## src/rtl/ps2_pkg.sv

```systemverilog
// Shared PS/2 host-side definitions: FSM states, frame layout and command bytes.
package ps2_pkg;

    localparam int unsigned CNT_W      = 21;
    localparam int unsigned SHIFT_W    = 10;
    localparam int unsigned FRAME_CLKS = 11;

    localparam logic [7:0] CMD_SET_LEDS = 8'hED;
    localparam logic [7:0] CMD_RESET    = 8'hFF;
    localparam logic [7:0] ACK_BYTE     = 8'hFA;

    typedef enum logic [2:0] {
        IDLE,
        INHIBIT,
        RTS,
        XFER,
        ACK,
        WAIT_IDLE
    } ps2_state_e;

    // Shift order is LSB first: data, then parity, then stop.
    typedef struct packed {
        logic       stop;
        logic       parity;
        logic [7:0] data;
    } ps2_frame_t;

    function automatic ps2_frame_t make_frame(input logic [7:0] d);
        ps2_frame_t f;
        f.stop   = 1'b1;
        f.parity = ~^d;
        f.data   = d;
        return f;
    endfunction

endpackage

```

## src/rtl/ps2_line_filter.sv

```systemverilog
// Synchronizes PS2Clk/PS2Data, debounces both to stable levels and flags PS2Clk falls.
module ps2_line_filter #(
    parameter int unsigned FILTER_LEN = 8
) (
    input  logic clk,
    input  logic rst,
    input  logic ps2_clk,
    input  logic ps2_data,
    output logic clk_sync,
    output logic data_sync,
    output logic data_level,
    output logic clk_fall
);

    localparam int unsigned RUN_W = (FILTER_LEN > 1) ? $clog2(FILTER_LEN) : 1;

    // Index 0 = PS2Clk, index 1 = PS2Data.
    logic [1:0]       meta_q;
    logic [1:0]       sync_q;
    logic [1:0]       level_q;
    logic [RUN_W-1:0] run_q [2];
    logic [1:0]       flip;
    logic             fall_q;

    // A level flips on the FILTER_LEN-th consecutive sample that disagrees with it.
    always_comb begin
        flip = '0;
        for (int i = 0; i < 2; i++) begin
            flip[i] = (sync_q[i] != level_q[i]) && (run_q[i] == RUN_W'(FILTER_LEN - 1));
        end
    end

    always_ff @(posedge clk or posedge rst) begin
        if (rst) begin
            meta_q   <= 2'b11;
            sync_q   <= 2'b11;
            level_q  <= 2'b11;
            run_q[0] <= '0;
            run_q[1] <= '0;
            fall_q   <= 1'b0;
        end else begin
            meta_q <= {ps2_data, ps2_clk};
            sync_q <= meta_q;
            for (int i = 0; i < 2; i++) begin
                if (sync_q[i] == level_q[i]) begin
                    run_q[i] <= '0;
                end else if (flip[i]) begin
                    run_q[i]   <= '0;
                    level_q[i] <= sync_q[i];
                end else begin
                    run_q[i] <= run_q[i] + RUN_W'(1);
                end
            end
            fall_q <= flip[0] & level_q[0];
        end
    end

    assign clk_sync   = sync_q[0];
    assign data_sync  = sync_q[1];
    assign data_level = level_q[1];
    assign clk_fall   = fall_q;

endmodule

```

## src/rtl/ps2_tx.sv

```systemverilog
// Host-to-device PS/2 transmitter: inhibit, request-to-send, clock out one byte, check ACK.
module ps2_tx
    import ps2_pkg::*;
#(
    parameter int unsigned INHIBIT_CYCLES = 10000,
    parameter int unsigned TIMEOUT_CYCLES = 1500000,
    parameter int unsigned FILTER_LEN     = 8
) (
    input  logic       clk,
    input  logic       rst,
    input  logic       PS2Clk_in,
    input  logic       PS2Data_in,
    output logic       PS2Clk_oe,
    output logic       PS2Data_oe,
    input  logic [7:0] tx_data,
    input  logic       tx_start,
    output logic       tx_busy,
    output logic       tx_done,
    output logic       tx_err
);

    logic clk_sync;
    logic data_sync;
    logic data_level;
    logic clk_fall;

    ps2_line_filter #(
        .FILTER_LEN (FILTER_LEN)
    ) u_filter (
        .clk        (clk),
        .rst        (rst),
        .ps2_clk    (PS2Clk_in),
        .ps2_data   (PS2Data_in),
        .clk_sync   (clk_sync),
        .data_sync  (data_sync),
        .data_level (data_level),
        .clk_fall   (clk_fall)
    );

    ps2_state_e         state_q, state_d;
    logic [CNT_W-1:0]   cnt_q, cnt_d, cnt_inc;
    logic [SHIFT_W-1:0] shift_q, shift_d;
    logic [3:0]         bit_cnt_q, bit_cnt_d;
    logic               ack_ok_q, ack_ok_d;
    logic               clk_oe_q, clk_oe_d;
    logic               data_oe_q, data_oe_d;
    logic               busy_q, busy_d;
    logic               done_q, done_d;
    logic               err_q, err_d;
    logic               timeout;
    logic               abort;

    // Shared counter saturates so a stuck device can never wrap it back below the limit.
    assign cnt_inc = (&cnt_q) ? cnt_q : cnt_q + CNT_W'(1);
    assign timeout = (cnt_q >= CNT_W'(TIMEOUT_CYCLES - 1));

    always_comb begin
        state_d   = state_q;
        cnt_d     = cnt_inc;
        shift_d   = shift_q;
        bit_cnt_d = bit_cnt_q;
        ack_ok_d  = ack_ok_q;
        clk_oe_d  = clk_oe_q;
        data_oe_d = data_oe_q;
        busy_d    = busy_q;
        done_d    = 1'b0;
        err_d     = 1'b0;
        abort     = 1'b0;

        unique case (state_q)
            IDLE: begin
                cnt_d = '0;
                // A request coinciding with the completion pulse belongs to the old frame.
                if (tx_start && !done_q && !err_q) begin
                    shift_d  = make_frame(tx_data);
                    busy_d   = 1'b1;
                    clk_oe_d = 1'b1;
                    state_d  = INHIBIT;
                end
            end
            INHIBIT: begin
                if (cnt_q >= CNT_W'(INHIBIT_CYCLES - 1)) begin
                    data_oe_d = 1'b1;
                    state_d   = RTS;
                end
            end
            RTS: begin
                clk_oe_d  = 1'b0;
                cnt_d     = '0;
                bit_cnt_d = '0;
                state_d   = XFER;
            end
            XFER: begin
                if (clk_fall) begin
                    cnt_d     = '0;
                    data_oe_d = ~shift_q[0];
                    shift_d   = {1'b1, shift_q[SHIFT_W-1:1]};
                    bit_cnt_d = bit_cnt_q + 4'(1);
                    if (bit_cnt_q == 4'(FRAME_CLKS - 2)) begin
                        state_d = ACK;
                    end
                end else if (timeout) begin
                    abort = 1'b1;
                end
            end
            ACK: begin
                if (clk_fall) begin
                    cnt_d    = '0;
                    ack_ok_d = ~data_level;
                    state_d  = WAIT_IDLE;
                end else if (timeout) begin
                    abort = 1'b1;
                end
            end
            WAIT_IDLE: begin
                if (clk_sync && data_sync) begin
                    done_d  = ack_ok_q;
                    err_d   = ~ack_ok_q;
                    busy_d  = 1'b0;
                    state_d = IDLE;
                end else if (timeout) begin
                    abort = 1'b1;
                end
            end
            default: begin
                state_d = IDLE;
            end
        endcase

        if (abort) begin
            clk_oe_d  = 1'b0;
            data_oe_d = 1'b0;
            err_d     = 1'b1;
            busy_d    = 1'b0;
            state_d   = IDLE;
        end
    end

    always_ff @(posedge clk or posedge rst) begin
        if (rst) begin
            state_q   <= IDLE;
            cnt_q     <= '0;
            shift_q   <= '0;
            bit_cnt_q <= '0;
            ack_ok_q  <= 1'b0;
            clk_oe_q  <= 1'b0;
            data_oe_q <= 1'b0;
            busy_q    <= 1'b0;
            done_q    <= 1'b0;
            err_q     <= 1'b0;
        end else begin
            state_q   <= state_d;
            cnt_q     <= cnt_d;
            shift_q   <= shift_d;
            bit_cnt_q <= bit_cnt_d;
            ack_ok_q  <= ack_ok_d;
            clk_oe_q  <= clk_oe_d;
            data_oe_q <= data_oe_d;
            busy_q    <= busy_d;
            done_q    <= done_d;
            err_q     <= err_d;
        end
    end

    assign PS2Clk_oe  = clk_oe_q;
    assign PS2Data_oe = data_oe_q;
    assign tx_busy    = busy_q;
    assign tx_done    = done_q;
    assign tx_err     = err_q;

endmodule

```

## config.mk

```make
export PLATFORM = sky130hd
export DESIGN_NAME = ps2_tx
export DESIGN_NICKNAME = d
export VERILOG_FILES = /design/src/rtl/ps2_pkg.sv /design/src/rtl/ps2_line_filter.sv /design/src/rtl/ps2_tx.sv
export SDC_FILE = /design/constraint.sdc
export NUM_CORES = 1
export LEC_CHECK = 0
export CAP_MARGIN = 0
export CORE_MARGIN = 1
export CORE_UTILIZATION = 45
export CTS_CLUSTER_DIAMETER = 50
export CTS_CLUSTER_SIZE = 20
export DETAILED_ROUTE_END_ITERATION = 8
export PLACE_DENSITY_LB_ADDON = 0.15
export SETUP_SLACK_MARGIN = 0.1
export SYNTH_ARGS = -nofsm -noshare
export SYNTH_HDL_FRONTEND = slang
export SYNTH_SLANG_ARGS = --single-unit
```

## constraint.sdc

```tcl
create_clock -name clk -period 2.1 [get_ports clk]
set_input_delay 0.42 -clock clk [delete_from_list [all_inputs] [get_ports clk]]
set_output_delay 0.42 -clock clk [all_outputs]
set_load 0.01 [all_outputs]
```

==> qor.yml, run 1 <==
outcome:
  status: "finished, final reports clean"
timing:
  slew_viol_final: 0
  rsz0062_at_grt: "false"
  slew_headroom_pct: 65.33
  tightest_slew_ps: 513.5
  finalCritPeriodShare_pct: 92.74
  period_needed_ps: 1948
  worst_slack_ps: 152.4
  hold_viol: 0
  fmax_mhz: 513.4
  holdWs_ps: 359.0
  setup_viol: 0
  skew_ps: 8.282
finish:
  fill_cells: 589
  final_layout_size_suffix_gt1_share_pct: 14.91
  seq_area_mm2: 0.001434
  multi_input_area_mm2: 0.001500
  area_delta_synth_final_pct: 16.82
  nets: 357
  final_util_pct: 55.17
  antennaDiodeCount: 0
  final_common_cell: "dfrtp_1"
  final_cell_mix: "dfrtp_1, nor2_1, nand2_1"
clocking:
  cts_tree: "built"
  insertion_delay_ps: 350
  cts.reportedPaths.clkPinSlew_ps: 70
  root_buffer: "clkbuf_8"
  clock-sinks: 57
  post_cts_resized: 0
  h-tree-depth: 3
  cts_buffers: 9
  postCtsSetupRepairBufs: 0
  hold_buffers: 0
  cts_buffer_depth: 2
drt:
  first_iter_violations: 160
  wl_mm: 6.145
  drtPass1Iterations: 4
  wl_per_cell_um: 14.67
  via_per_inst: 5.484
  drc: 0
  via_count: 2298
  ant_nets: 0
floorplanning:
  core-area_mm2: 0.006459
  die_w_um: 84.34
  die_area_mm2: 0.007112
  start_util_pct: 47.23
  rows: 29
  pin_count: 18
  die_y_um: 84.34
global_route:
  grt_pass1_wl_mm: 10.85
  grt_max_degree: 24
  first_global_vias: 2223
  antenna_found_initial: 0
  grtUsageTotal_pct: 19.62
  gr-total-overflow: 0
pwr:
  p_per_area_mw_per_mm2: 1061
  ir_worst_vdd_mv: 0.8566
  power_leakage_nw: 1.554
critical_path:
  crit_chain: "clkdlybuf4s50_1 -> or3b_4 -> a21oi_2 -> a22oi_2 -> a311o_1 -> a211o_1"
  slowest_delay_ps: 490
  crit_path_end_kind: "register"
  worstSetupPathType: "input port to register"
  ff2ff_setup_slack_ps: 210
  arrival_ps: 2180
  cp.required_ps: 2330
  slowest_stage: "clkdlybuf4s50_1"
  cp-start-kind: "input port"
  worstPathMaxFanout: 3
yosys:
  ys_seq_area_share_pct: 47.01
  yosysUniqueCellTypes: 57
  synthCells: 311
  synth-seq-cells: 57
  synthFlopType: "dfrtp_1"
  synth_edf_count: 0
  synth.avg_cell_area_um2: 9.808
  async_flop_share_pct: 100.0
  synth.net_count: 331
  ys_warn_count: 0
  syn_area_mm2: 0.003050
hold_path:
  min_path_type: "register to register"
placement:
  gp_congestion: 0.8458
  port_buffers: 17
  preCtsSetupSlack_ps: -214.6
  dp_hpwl_mm: 4.360
job:
  maxCapViolations: 0
[worst max-delay path: cells and delay by family]
| kind | cells | cell delay, ps |
|---|---|---|
| compound gates | 4 | 840 |
| buf+inv | 1 | 490 |
| simple gates | 1 | 410 |
[synth_stat cells, drive strengths merged (3+ instances only)]
cell	n	area, um2
a21oi	11	58.81
a31oi	6	37.54
and2	6	37.54
and4	4	37.54
buf	11	75.07
clkbuf	6	23.77
dfrtp	51	1276
dfstp	6	157.7
ha	7	87.58
inv	7	26.28
mux2	3	33.78
mux2i	10	100.1
nand2	26	97.59
nand2b	5	31.28
nand3	9	50.05
nand4	13	96.34
nor2	33	123.9
nor2b	3	18.77
nor3	15	75.07
nor4	8	50.05
o21ai	16	80.08
xnor2	15	131.4
xor2	9	78.83
[where the power goes]
part	total, W	leakage [nW]	switching [W]	internal, W
Sequential	0.00154	0.733	0.000203	0.00134
Clock	0.00109	0.108	0.000491	0.000596
Combinational	0.00115	0.713	0.000602	0.000547
[layout make-up]
type                       count  share of cell area, %
multi-input combinational    230                  42.10
sequential                    57                  40.24
timing repair buffer          32                  8.287
clock buffer                  10                  3.862
tap                           77                  2.704
clock inverter                 6                  2.072
inverter                       7                 0.7374
[per-stage QoR]
stage / total power (W) / setup TNS, ps / instances / area, um2
6_report: 0.003779 / 0 / 419 / 3563
5_1_grt: 0.004057 / 0 / 419 / 3563
2_1_floorplan: 0.002344 / 0 / 311 / 3050
4_1_cts: 0.003816 / 0 / 419 / 3555
3_5_place_dp: 0.002705 / -1839 / 403 / 3343
3_3_place_gp: 0.002685 / -1591 / 403 / 3343
[cells by family (layout without fill, tap and decap cells)]
family,Yosys count,count (layout),synth area share (%)
AO/OA/AOI/OAI,57,57,12.63
AND/OR/NAND/NOR,129,129,22.11
flip-flops,57,57,47.01
XOR/XNOR,24,24,6.891
multiplexers,13,13,4.389
buffers and inverters,24,55,4.102
adder cells (fa/ha/maj),7,7,2.871
[per-layer routing]
metal	global-route usage [%]	routed length, um	vias to the layer above
li1	-	-	1171
met4	6.934	88	0
met2	28.69	2715	54
met5	0	0	-
met3	6.195	327	8
met1	27.55	3014	1065
[registers in the layout, summed over array words and instances, names as in the netlist]
signal             count
cnt_q                 21
shift_q               10
u_filter.run_q         6
bit_cnt_q              4
state_q                3
u_filter.level_q       2
u_filter.meta_q        2
u_filter.sync_q        2
PS2Clk_oe              1
PS2Data_oe             1
ack_ok_q               1
tx_busy                1
tx_done                1
tx_err                 1
u_filter.clk_fall      1
[path summary, 6_finish.rpt]
check / from / depth (start not counted) / endpoint
min in group asynchronous: rst / 2 / u_filter.run_q[2]
worst max-delay path: tx_start / 6 / state_q[1]
worst max register to register: state_q[1] / 5 / state_q[0]
worst min register to register: u_filter.meta_q[1] / 0 / u_filter.sync_q[1]
max in group asynchronous: rst / 3 / cnt_q[7]
worst min-delay path: u_filter.meta_q[1] / 0 / u_filter.sync_q[1]
No activity file was read; power rests on OpenSTA's default activity.
==> run 2: changes to the inputs <==
--- a/config.mk
+++ b/config.mk
@@ -13,6 +13,7 @@
 export DETAILED_ROUTE_END_ITERATION = 8
 export PLACE_DENSITY_LB_ADDON = 0.15
 export SETUP_SLACK_MARGIN = 0.1
+export SLEW_MARGIN = 20
 export SYNTH_ARGS = -nofsm -noshare
 export SYNTH_HDL_FRONTEND = slang
 export SYNTH_SLANG_ARGS = --single-unit
==> constraint.sdc (replaced) <==
create_clock -name clk -period 1.72 [get_ports clk]
set_input_delay 0.344 -clock clk [delete_from_list [all_inputs] [get_ports clk]]
set_output_delay 0.344 -clock clk [all_outputs]
set_load 0.01 [all_outputs]
==> run 2 against run 1 <==
  * Sequential power rose by 19%
  * Sequential cell count did not move
  * Critical path type is now register to register
  * Global-route usage rose by 2.0 points
  * Critical endpoint is now state_q[0]
  * Power rose by 45%
  * Largest power group is now combinational logic
  * Die area did not move
  * Largest cell class unchanged
  * The flow now finishes with violations (negative setup slack)
  * Clock power rose by 46%
  * Critical path depth fell by 1
  * Combinational power rose by 77%
  * Hold slack got worse by 4.5 ps
  * Worst setup slack got worse by 190 ps
==> qor.yml, run 2 (synthesis results as in run 1) <==
clocking:
  cts.reportedPaths.clkPinSlew_ps: 70  # about the same
  cts_tree: "built"
  root_buffer: "clkbuf_8"
  clock-sinks: 57  # unchanged
  h-tree-depth: 3  # unchanged
  insertion_delay_ps: 340  # about the same
  cts_buffer_depth: 2  # unchanged
  cts_buffers: 9  # unchanged
floorplanning:
  rows: 29  # unchanged
  core-area_mm2: 0.006459  # unchanged
  die_w_um: 84.34  # unchanged
  die_area_mm2: 0.007112  # unchanged
  pin_count: 18  # unchanged
  start_util_pct: 47.23  # unchanged
  die_y_um: 84.34  # unchanged
global_route:
  antenna_found_initial: 0  # unchanged
  gr-total-overflow: 0  # unchanged
  grt_pass1_wl_mm: 11.96  # +10%
  grtUsageTotal_pct: 21.61  # +2.0 points
  grt_max_degree: 58  # +140%
  first_global_vias: 2508  # +13%
finish:
  antennaDiodeCount: 0  # unchanged
  final_layout_size_suffix_gt1_share_pct: 36.79  # +22 points
  multi_input_area_mm2: 0.001713  # +14%
  seq_area_mm2: 0.001446  # +0.87%
  largest_reg_flops: 21  # unchanged
  nets: 420  # +18%
  fin_cells: 482  # +15%
  area_delta_synth_final_pct: 42.49
  final_common_cell: "buf_4"
  top_regs: "cnt_q x21, shift_q x10, u_filter.run_q x6"
  top_register: "cnt_q"
  final_cell_mix: "buf_4, dfrtp_1, nor2_1"
  fill_cells: 490  # -17%
  stdcell_area_mm2: 0.004347  # +22%
drt:
  drc: 0  # unchanged
  via_per_inst: 5.568  # +1.5%
  wl_mm: 7.516  # +22%
  drtPass1Iterations: 4  # unchanged
  wl_per_cell_um: 15.59  # +6.3%
  first_iter_violations: 186  # +16%
  via_count: 2684  # +17%
  ant_nets: 0  # unchanged
timing:
  holdWs_ps: 354.5  # -4.501 ps
  tightest_slew_ps: 353.2  # -160.3 ps
  skew_ps: 8.632  # +0.3499 ps
  worst_slack_ps: -40.05  # -192.4 ps
  fin_setup_tns_ps: -107.3  # -107.3 ps
  fmax_mhz: 568.2
  finalCritPeriodShare_pct: 102.3
  period_needed_ps: 1760
  hold_viol: 0  # unchanged
  rsz0062_at_grt: "true"
  slew_headroom_pct: 76.28  # +11 points
  slew_viol_final: 0  # unchanged
  setup_viol: 3  # +3
placement:
  place_area_mm2: 0.003674  # +9.9%
  dp.cells: 440  # +9.2%
  port_buffers: 17  # unchanged
  gp_congestion: 0.8210  # -2.9%
  dp_hpwl_mm: 4.666  # +7.0%
critical_path:
  rr_startpoint: "u_filter.sync_q[0]"
  worstSetupPathType: "register to register"
  worstPathMaxFanout: 5  # +2
  arrival_ps: 2030  # -150 ps
  r2r-end: "state_q[0]"
  crit_path_end_kind: "register"
  ff2ff_setup_slack_ps: -40  # -250 ps
  ff2ff_path_depth: 5  # unchanged
  cp.required_ps: 1990  # -340 ps
  cp-start-kind: "register"
outcome:
  status: "finished, violations left"
  violations: "negative setup slack"
hold_path:
  holdCritStartpoint: "u_filter.meta_q[1]"
  hold_depth: 0  # unchanged
  min_path_type: "register to register"
  holdPathEnd: "u_filter.sync_q[1]"
pwr:
  power_leakage_nw: 1.955  # +26%
  clkPwrFrac_pct: 29.1  # +0.3 points
  p_per_area_mw_per_mm2: 1261  # +19%
  ir_worst_vdd_mv: 0.9661  # +13%
  p_sw_share_pct: 31.97  # -2.3 points
  seqPwrFrac_pct: 33.6  # -7.2 points
  p_switching_w: 0.001752  # +35%
  p_comb_share_pct: 37.3  # +6.9 points
  p_int_w: 0.003727  # +50%
job:
  maxCapViolations: 0  # unchanged
[run 2: changes by cell type in the layout (fill, tap and decap cells not counted), sizes merged]
cell | before | now
clkdlybuf4s50 | 17 | 13
dlygate4sd2 | 0 | 3
and4 | 4 | 5
clkinvlp | 0 | 1
buf | 15 | 76
a31oi | 6 | 7
inv | 10 | 6
dlymetal6s2s | 0 | 1
clkinv | 2 | 1
clkbuf | 10 | 12
bufinv | 1 | 3
[run 2: layout make-up]
type                    count  share of cell area (%)
inverters                   7                  0.6908
repair buffers             93                   18.57
well taps                  77                   2.216
clock inverters             4                   2.274
flip-flops and latches     57                   33.28
multi-input cells         232                   39.41
clock buffers              12                   3.569
[run 2: power by group through the flow]
stage                     Combinational (W)  Clock, W  Sequential [W]
after floorplan                     0.00111         0         0.00180
after global placement              0.00173         0         0.00185
after detailed placement            0.00176         0         0.00185
after CTS                           0.00192   0.00163         0.00183
after global routing                0.00225   0.00168         0.00187
final                               0.00204   0.00159         0.00184
[run 2: routing by layer]
metal / GRT usage [%] / wire, um / part of all wire, % / vias to the layer above
met2: 33.90 / 3593 / 48 / 61
li1: - / - / - / 1299
met3: 5.900 / 353 / 4.7 / 10
met1: 29.66 / 3459 / 46 / 1314
met5: 0 / 0 / 0 / -
met4: 6.009 / 110 / 1.5 / 0
[run 2: repair_timing]
item | 4_1_cts | 5_1_grt
cloned | 3 | 0
hold buffers | 0 | 0
resized for setup | 31 | 35
endpoints found under the setup margin | 32 | 32
pin swaps | 10 | 24
setup buffers | 8 | 15
[run 2: how the worst max path moves through the flow]
stage	startpoint	to	slack (ps)	depth (start not counted)
floorplan	cnt_q[0]	state_q[1]	-4	7
global placement	tx_start	shift_q[7]	-420	8
detailed placement	tx_start	shift_q[5]	-470	8
CTS	tx_err	state_q[1]	-40	5
global route	tx_err	state_q[2]	-110	6
finish	u_filter.sync_q[0]	state_q[0]	-40	5
[run 2: critical path, cell delays in order (launching register included)]
cell	delay [ps]
dfstp_2	530
and2_4	140
o22ai_1	110
a21o_1	270
or4b_1	510
a21oi_1	130
[run 2: per-stage QoR]
stage | worst slack [ps] | util [%] | total power (W)
finish | -40.05 | 67.30 | 0.005479
global route | -111.7 | 67.30 | 0.005806
CTS | -37.59 | 63.60 | 0.005375
detailed placement | -466.1 | 56.88 | 0.003608
global placement | -424.5 | 56.88 | 0.003573
floorplan | -4.336 | - | 0.002904
